==> src/rtl/bp_pkg.sv <==
// Shared selector-table definitions for the tournament predictor.
package bp_pkg;

    localparam int unsigned DEF_IDX_W    = 10;
    localparam logic [1:0]  DEF_INIT_VAL = 2'b01;

    // Selector encodings: bit1 = 1 selects the local predictor.
    localparam logic [1:0] SEL_SG = 2'b00;
    localparam logic [1:0] SEL_WG = 2'b01;
    localparam logic [1:0] SEL_WL = 2'b10;
    localparam logic [1:0] SEL_SL = 2'b11;

    typedef enum logic {
        SWEEP = 1'b0,
        RUN   = 1'b1
    } upd_state_e;

    // Saturating selector update; returns cur unchanged when both agree.
    function automatic logic [1:0] sel_update(input logic [1:0] cur,
                                              input logic       global_ok,
                                              input logic       local_ok);
        logic [1:0] nxt;
        nxt = cur;
        if (!global_ok && local_ok) begin
            if (cur != SEL_SL) nxt = cur + 2'd1;
        end else if (global_ok && !local_ok) begin
            if (cur != SEL_SG) nxt = cur - 2'd1;
        end
        return nxt;
    endfunction

endpackage

==> src/rtl/bp_sel_update_ctrl_if.sv <==
// M-stage update and selector-table port bundle.
interface bp_sel_update_ctrl_if #(
    parameter int unsigned IDX_W = bp_pkg::DEF_IDX_W
);
    logic             upd_valid;
    logic [IDX_W-1:0] upd_idx;
    logic             upd_global_ok;
    logic             upd_local_ok;
    logic             upd_ready;
    logic             inval_req;
    logic [IDX_W-1:0] tbl_rd_idx;
    logic [1:0]       tbl_rd_data;
    logic             tbl_we;
    logic [IDX_W-1:0] tbl_widx;
    logic [1:0]       tbl_wdata;
    logic             tbl_ready;
    logic             busy;

    modport master (
        output upd_valid, upd_idx, upd_global_ok, upd_local_ok, inval_req, tbl_rd_data,
        input  upd_ready, tbl_rd_idx, tbl_we, tbl_widx, tbl_wdata, tbl_ready, busy
    );

    modport slave (
        input  upd_valid, upd_idx, upd_global_ok, upd_local_ok, inval_req, tbl_rd_data,
        output upd_ready, tbl_rd_idx, tbl_we, tbl_widx, tbl_wdata, tbl_ready, busy
    );
endinterface

==> src/rtl/bp_upd_fifo.sv <==
// Synchronous FIFO of pending selector updates with flush.
module bp_upd_fifo #(
    parameter int unsigned DEPTH = 4,
    parameter int unsigned WIDTH = 12
) (
    input  logic             clk,
    input  logic             rst,
    input  logic             flush,
    input  logic             push,
    input  logic [WIDTH-1:0] din,
    input  logic             pop,
    output logic [WIDTH-1:0] dout,
    output logic             full,
    output logic             empty
);
    localparam int unsigned PTR_W = (DEPTH > 1) ? $clog2(DEPTH) : 1;
    localparam int unsigned CNT_W = $clog2(DEPTH + 1);

    logic [WIDTH-1:0] mem [DEPTH];
    logic [PTR_W-1:0] wr_ptr;
    logic [PTR_W-1:0] rd_ptr;
    logic [CNT_W-1:0] count;
    logic             push_ok;
    logic             pop_ok;

    assign full    = (count == CNT_W'(DEPTH));
    assign empty   = (count == '0);
    assign push_ok = push && !full;
    assign pop_ok  = pop && !empty;
    assign dout    = mem[rd_ptr];

    // Pointer and occupancy tracking; pointers wrap modulo DEPTH.
    always_ff @(posedge clk) begin
        if (!rst || flush) begin
            wr_ptr <= '0;
            rd_ptr <= '0;
            count  <= '0;
        end else begin
            if (push_ok) wr_ptr <= wr_ptr + PTR_W'(1);
            if (pop_ok)  rd_ptr <= rd_ptr + PTR_W'(1);
            if (push_ok && !pop_ok)      count <= count + CNT_W'(1);
            else if (!push_ok && pop_ok) count <= count - CNT_W'(1);
        end
    end

    // Payload storage; contents are don't-care until pushed.
    always_ff @(posedge clk) begin
        if (push_ok) mem[wr_ptr] <= din;
    end

endmodule

==> src/rtl/bp_sel_update_ctrl.sv <==
// Write-port scheduler for the selector table: init sweep plus queued RMW updates.
module bp_sel_update_ctrl
    import bp_pkg::*;
#(
    parameter int unsigned IDX_W    = DEF_IDX_W,
    parameter int unsigned Q_DEPTH  = 4,
    parameter logic [1:0]  INIT_VAL = DEF_INIT_VAL
) (
    input logic                clk,
    input logic                rst,
    bp_sel_update_ctrl_if.slave bus
);
    localparam int unsigned ENT_W = IDX_W + 2;

    upd_state_e       state;
    logic [IDX_W-1:0] sweep_idx;
    logic             tbl_ready_q;

    logic [ENT_W-1:0] q_din;
    logic [ENT_W-1:0] q_dout;
    logic             q_full;
    logic             q_empty;
    logic             q_push;
    logic             q_pop;
    logic [IDX_W-1:0] head_idx;
    logic             head_g;
    logic             head_l;

    assign q_din                      = {bus.upd_idx, bus.upd_global_ok, bus.upd_local_ok};
    assign {head_idx, head_g, head_l} = q_dout;

    // An invalidate discards any update offered in the same cycle.
    assign bus.upd_ready = rst && !q_full;
    assign q_push        = bus.upd_valid && bus.upd_ready && !bus.inval_req;

    assign bus.tbl_rd_idx = head_idx;
    assign bus.tbl_ready  = tbl_ready_q;
    assign bus.busy       = (state == SWEEP) || !q_empty;

    bp_upd_fifo #(
        .DEPTH (Q_DEPTH),
        .WIDTH (ENT_W)
    ) u_fifo (
        .clk   (clk),
        .rst   (rst),
        .flush (bus.inval_req),
        .push  (q_push),
        .din   (q_din),
        .pop   (q_pop),
        .dout  (q_dout),
        .full  (q_full),
        .empty (q_empty)
    );

    // Sweep/run sequencing; invalidate restarts the sweep from index 0.
    always_ff @(posedge clk) begin
        if (!rst || bus.inval_req) begin
            state       <= SWEEP;
            sweep_idx   <= '0;
            tbl_ready_q <= 1'b0;
        end else begin
            case (state)
                SWEEP: begin
                    sweep_idx <= sweep_idx + IDX_W'(1);
                    if (sweep_idx == '1) begin
                        state       <= RUN;
                        tbl_ready_q <= 1'b1;
                    end
                end
                RUN:     ;
                default: state <= SWEEP;
            endcase
        end
    end

    // Single table write port: sweep fill or same-cycle read-modify-write of the queue head.
    always_comb begin
        q_pop         = 1'b0;
        bus.tbl_we    = 1'b0;
        bus.tbl_widx  = head_idx;
        bus.tbl_wdata = sel_update(bus.tbl_rd_data, head_g, head_l);
        if (rst && !bus.inval_req) begin
            case (state)
                SWEEP: begin
                    bus.tbl_we    = 1'b1;
                    bus.tbl_widx  = sweep_idx;
                    bus.tbl_wdata = INIT_VAL;
                end
                RUN: begin
                    if (!q_empty) begin
                        q_pop      = 1'b1;
                        bus.tbl_we = head_g ^ head_l;
                    end
                end
                default: ;
            endcase
        end
    end

endmodule

==> src/flat_wrapper.sv <==
// flat-port wrapper written by rule: the top's interface ports become plain ports
module bp_sel_update_ctrl_flat import bp_pkg::*;
#(
    parameter int unsigned IDX_W    = DEF_IDX_W,
    parameter int unsigned Q_DEPTH  = 4,
    parameter logic [1:0]  INIT_VAL = DEF_INIT_VAL
)
  (clk, rst, bus_upd_valid, bus_upd_idx, bus_upd_global_ok, bus_upd_local_ok, bus_inval_req, bus_tbl_rd_data, bus_upd_ready, bus_tbl_rd_idx, bus_tbl_we, bus_tbl_widx, bus_tbl_wdata, bus_tbl_ready, bus_busy);
  bp_sel_update_ctrl_if #(.IDX_W(IDX_W)) bus_i ();
  input logic clk;
  input logic rst;
  input wire logic [$bits(bus_i.upd_valid)-1:0] bus_upd_valid;
  input wire logic [$bits(bus_i.upd_idx)-1:0] bus_upd_idx;
  input wire logic [$bits(bus_i.upd_global_ok)-1:0] bus_upd_global_ok;
  input wire logic [$bits(bus_i.upd_local_ok)-1:0] bus_upd_local_ok;
  input wire logic [$bits(bus_i.inval_req)-1:0] bus_inval_req;
  input wire logic [$bits(bus_i.tbl_rd_data)-1:0] bus_tbl_rd_data;
  output wire logic [$bits(bus_i.upd_ready)-1:0] bus_upd_ready;
  output wire logic [$bits(bus_i.tbl_rd_idx)-1:0] bus_tbl_rd_idx;
  output wire logic [$bits(bus_i.tbl_we)-1:0] bus_tbl_we;
  output wire logic [$bits(bus_i.tbl_widx)-1:0] bus_tbl_widx;
  output wire logic [$bits(bus_i.tbl_wdata)-1:0] bus_tbl_wdata;
  output wire logic [$bits(bus_i.tbl_ready)-1:0] bus_tbl_ready;
  output wire logic [$bits(bus_i.busy)-1:0] bus_busy;
  assign bus_i.upd_valid = bus_upd_valid;
  assign bus_i.upd_idx = bus_upd_idx;
  assign bus_i.upd_global_ok = bus_upd_global_ok;
  assign bus_i.upd_local_ok = bus_upd_local_ok;
  assign bus_i.inval_req = bus_inval_req;
  assign bus_i.tbl_rd_data = bus_tbl_rd_data;
  assign bus_upd_ready = bus_i.upd_ready;
  assign bus_tbl_rd_idx = bus_i.tbl_rd_idx;
  assign bus_tbl_we = bus_i.tbl_we;
  assign bus_tbl_widx = bus_i.tbl_widx;
  assign bus_tbl_wdata = bus_i.tbl_wdata;
  assign bus_tbl_ready = bus_i.tbl_ready;
  assign bus_busy = bus_i.busy;
  bp_sel_update_ctrl #(.IDX_W(IDX_W), .Q_DEPTH(Q_DEPTH), .INIT_VAL(INIT_VAL)) u_core (.clk(clk), .rst(rst), .bus(bus_i));
endmodule
==> config.mk <==
export PLATFORM = sky130hd
export DESIGN_NAME = bp_sel_update_ctrl_flat
export DESIGN_NICKNAME = d
export VERILOG_FILES = /design/src/rtl/bp_pkg.sv /design/src/rtl/bp_sel_update_ctrl_if.sv /design/src/rtl/bp_upd_fifo.sv /design/src/rtl/bp_sel_update_ctrl.sv /design/src/flat_wrapper.sv
export SDC_FILE = /design/constraint.sdc
export NUM_CORES = 1
export LEC_CHECK = 0
export ABC_AREA = 1
export CAP_MARGIN = 30
export CORE_ASPECT_RATIO = 0.6
export CORE_UTILIZATION = 45
export CTS_CLUSTER_SIZE = 16
export DETAILED_ROUTE_END_ITERATION = 6
export PLACE_DENSITY = 0.8
export SYNTH_ARGS = -nofsm -noshare
export SYNTH_HDL_FRONTEND = slang
export SYNTH_SLANG_ARGS = --single-unit
==> constraint.sdc <==
create_clock -name clk -period 2.6 [get_ports clk]
set_input_delay 0.26 -clock clk [delete_from_list [all_inputs] [get_ports clk]]
set_output_delay 0.26 -clock clk [all_outputs]
set_load 0.02 [all_outputs]
==> implementation parameters <==
Parameter                              Value

Die
  Die area    about 0.0074 mm²
  Count of pins on the block boundary    44
  Die Y-Extent    67.1 µm
  Number of cell rows    23
  Die W    111 µm
  Core area    0.00676 mm²
  Initial core utilization    47.1%

STA
  Clock skew after layout    0.00476 ns
  Total count of max-transition violations in the final report    0
  Number of failing hold endpoints at the final stage    0
  Final cycle utilization of the critical path    93.3%
  Relative slew margins    between 70% and 80%
  Final sum of negative setup slack    0 ns
  Measured slew at the worst slew-check pin    between 0.3 and 0.4 ns
  Minimum period implied by the final worst setup slack    roughly 2.4 ns
  Max Clk Rate    412 MHz
  Total of endpoints with negative setup slack in the final report    0
  RSZ-0062 raised after global routing    false

Setup path
  Data arrival, critical path    2.17 ns
  Critical path data required time    between 2 and 2.5 ns
  Maximum fanout count along the critical path    7
  CP Capture Type    output pin
  Path type of the worst setup path    flip-flop to output pin
  Type of origin of the critical path    flip-flop

Placed design
  Placer's final routability congestion estimate    0.827
  Detailed placer's ending HPWL    5080 µm
  Number of placed cells counting well taps    roughly 470
  Port bufs    43

Yosys
  Post-Syn Area    about 0.0032 mm²
  Count leader, synth    sky130_fd_sc_hd__nand2_1
  Total nets after synthesis    365
  Count of cell types in the netlist    26
  Yosys warnings    0
  Post-synthesis cell type with the largest combined area    sky130_fd_sc_hd__edfxtp_1
  Synth Register Bits    a little under 70
  Prevailing post-synth register cell    sky130_fd_sc_hd__edfxtp_1
  Proportion of netlist area held by the largest area contributor    45.3%
  Part of the Yosys area used for sequential elements    between 50 and 60%
  Synthesized instance count    roughly 340
  Async set or reset register ratio after synthesis    0%
  Most frequent cells after synthesis    sky130_fd_sc_hd__nand2_1, sky130_fd_sc_hd__edfxtp_1, sky130_fd_sc_hd__nand3_1
  Number of flops mapped to enable cells by yosys    48
  Top area cells in the synthesized netlist    sky130_fd_sc_hd__edfxtp_1, sky130_fd_sc_hd__dfxtp_1, sky130_fd_sc_hd__nand2_1
  Avg Synthesized Cell Area    between 9 and 10 µm²

Pwr
  Worst voltage drop across the vdd grid    0.000322 V
  Power density cells    603 mW/mm²
  Proportion of power drawn by combinational gates    6.9%
  Proportion of total power due to net switching    21.1%
  Leakage component of the power    roughly 1.5 nW
  Part of the total power dissipated in the clock network    43.1%
  Internal power consumption    1.89 mW
  Share of power burned in registers    around 50%
  NetSw    0.505 mW

Run
  Number of max-cap violations    0

Detailed routing
  Detailed-route vias per instance    4.99
  Remaining routing DRC violations    0
  Vias after detailed routing    2,404
  Routed length per instance    roughly 14 µm
  Pre-antenna DRT Iters    4
  Detailed Route WL    between 6000 and 7000 µm
  Antenna-violating nets left    0
  1st-iter DRT viols    178

Run status
  Result of the run    completed

Clock tree
  Clock buffers created by TritonCTS    9
  Cell at the root of the clock tree    sky130_fd_sc_hd__clkbuf_16
  Clk sink count    69
  H-tree depth    3
  Clk buf depth    2
  Insertion delay to the later sink of the worst-skew pair    0.33 ns
  Clock-pin transition on the worst setup and hold timing paths    0.05 ns
  CTS tree    yes

Cells and area
  Final nets    between 400 and 500
  Area growth from synthesis to layout    24.6%
  Share of post-route cells with drive strength above 1    9.37%
  Number of cells in the finished layout apart from fillers    482
  Core utilization of the finished layout    58.7%
  Number of inserted diodes    0

GRT
  Initial antenna violation count    0
  Maximum number of pins on one net before global-route repair    21
  Vias in the first global route    2,329
  Total routing resource utilization after global routing    between 20% and 30%
  First-pass GRT wire length    11,100 µm
  Global route total overflow    0

Worst hold path
  Worst hold path class    flip-flop to flip-flop
==> final timing paths <==
path                                             from  cells past startpoint                                   to  slack, ns
setup / recovery                            flip-flop                      6                      bus_tbl_widx[4]       0.17
hold reg to reg     u_core.bus.tbl_ready$_SDFFE_PP0P_                      2    u_core.bus.tbl_ready$_SDFFE_PP0P_       0.48
hold / removal      u_core.bus.tbl_ready$_SDFFE_PP0P_                      2    u_core.bus.tbl_ready$_SDFFE_PP0P_       0.48
setup reg to reg  u_core.u_fifo.count[0]$_SDFFE_PP0P_                     13  u_core.u_fifo.count[2]$_SDFFE_PP0P_       0.51
==> metrics by stage <==
step | hold slack [ns] | setup WS [ns] | power (mW) | cell area (µm²)
finish | 0.482 | 0.175 | 2.39 | 3970
global route | 0.497 | 0.0481 | 2.47 | 3970
CTS | 0.485 | 0.0217 | 2.41 | 3960
detailed placement | 0.475 | 0.224 | 1.38 | 3720
global placement | 0.453 | 0.231 | 1.38 | 3720
floorplan | 0.359 | 0.774 | 1.30 | 3180
==> metal layers <==
| metal | up-vias | GRT usage (%) | wire (µm) |
|---|---|---|---|
| li1 | 1212 | - | - |
| met1 | 1112 | 25.9 | 3250 |
| met2 | 72 | 32.4 | 3110 |
| met3 | 8 | 7.36 | 489 |
| met4 | 0 | 6.17 | 93 |
| met5 | - | 0 | 0 |
==> state kept, by name, summed over array words and instances, names as in the netlist, named ones only <==
name / flops
u_core.state: 1
u_core.u_fifo.rd_ptr: 2
u_core.u_fifo.count: 3
u_core.u_fifo.wr_ptr: 2
u_core.u_fifo.mem: 48
u_core.bus.tbl_ready: 1
u_core.sweep_idx: 10
==> worst max-delay path, cell delays in order, from the launching register on <==
cell	delay [ns]
sky130_fd_sc_hd__dfxtp_1	0.47
sky130_fd_sc_hd__inv_1	0.16
sky130_fd_sc_hd__buf_4	0.20
sky130_fd_sc_hd__nand3_1	0.12
sky130_fd_sc_hd__nand3_1	0.10
sky130_fd_sc_hd__o21ai_1	0.15
sky130_fd_sc_hd__clkdlybuf4s50_1	0.64
==> logic make-up after synthesis <==
| logic type | share of synthesized area [%] |
|---|---|
| AND/OR/NAND/NOR | 25.0 |
| flip-flops | 58.5 |
| buffers and inverters | 7.67 |
| AO/OA/AOI/OAI | 4.80 |
| adder cells (fa/ha/maj) | 3.77 |
| XOR/XNOR | 0.275 |
==> final cells by class <==
cell class,count,area (µm²)
clock buffers,10,229
fillers,582,2800
clock inverters,4,17.5
repair buffers,54,517
inverters,41,156
flip-flops and latches,69,1860
multi-input cells,217,1080
well taps,87,109
==> timing repair <==
action	in CTS	in global routing
resized for setup	1	2
buffers inserted	0	0
hold buffers	0	0
setup endpoints to repair	1	2
==> cell usage in the layout, fill, tap and decap left out, types with 2 or more instances in the layout <==
master,n
sky130_fd_sc_hd__edfxtp_1,48
sky130_fd_sc_hd__nor2_4,3
sky130_fd_sc_hd__inv_1,35
sky130_fd_sc_hd__nand2_2,2
sky130_fd_sc_hd__clkbuf_16,9
sky130_fd_sc_hd__nand2_1,90
sky130_fd_sc_hd__dlymetal6s2s_1,2
sky130_fd_sc_hd__nand3_1,44
sky130_fd_sc_hd__nor2_1,22
sky130_fd_sc_hd__clkinv_2,2
sky130_fd_sc_hd__buf_4,11
sky130_fd_sc_hd__nor2_2,2
sky130_fd_sc_hd__clkdlybuf4s50_1,40
sky130_fd_sc_hd__nand4_1,3
sky130_fd_sc_hd__clkinv_1,2
sky130_fd_sc_hd__inv_2,5
sky130_fd_sc_hd__and2_1,10
sky130_fd_sc_hd__ha_1,8
sky130_fd_sc_hd__o21ai_1,15
sky130_fd_sc_hd__dfxtp_1,21
sky130_fd_sc_hd__a21oi_1,11
==> power by group through the flow <==
stage / Combinational, mW / Sequential, mW / Clock [mW]
3_3_place_gp: 0.163 / 1.22 / 0
5_1_grt: 0.180 / 1.19 / 1.09
2_1_floorplan: 0.0857 / 1.22 / 0
3_5_place_dp: 0.167 / 1.22 / 0
4_1_cts: 0.168 / 1.19 / 1.04
6_report: 0.166 / 1.19 / 1.03
No activity file was read; power rests on OpenSTA's default activity.
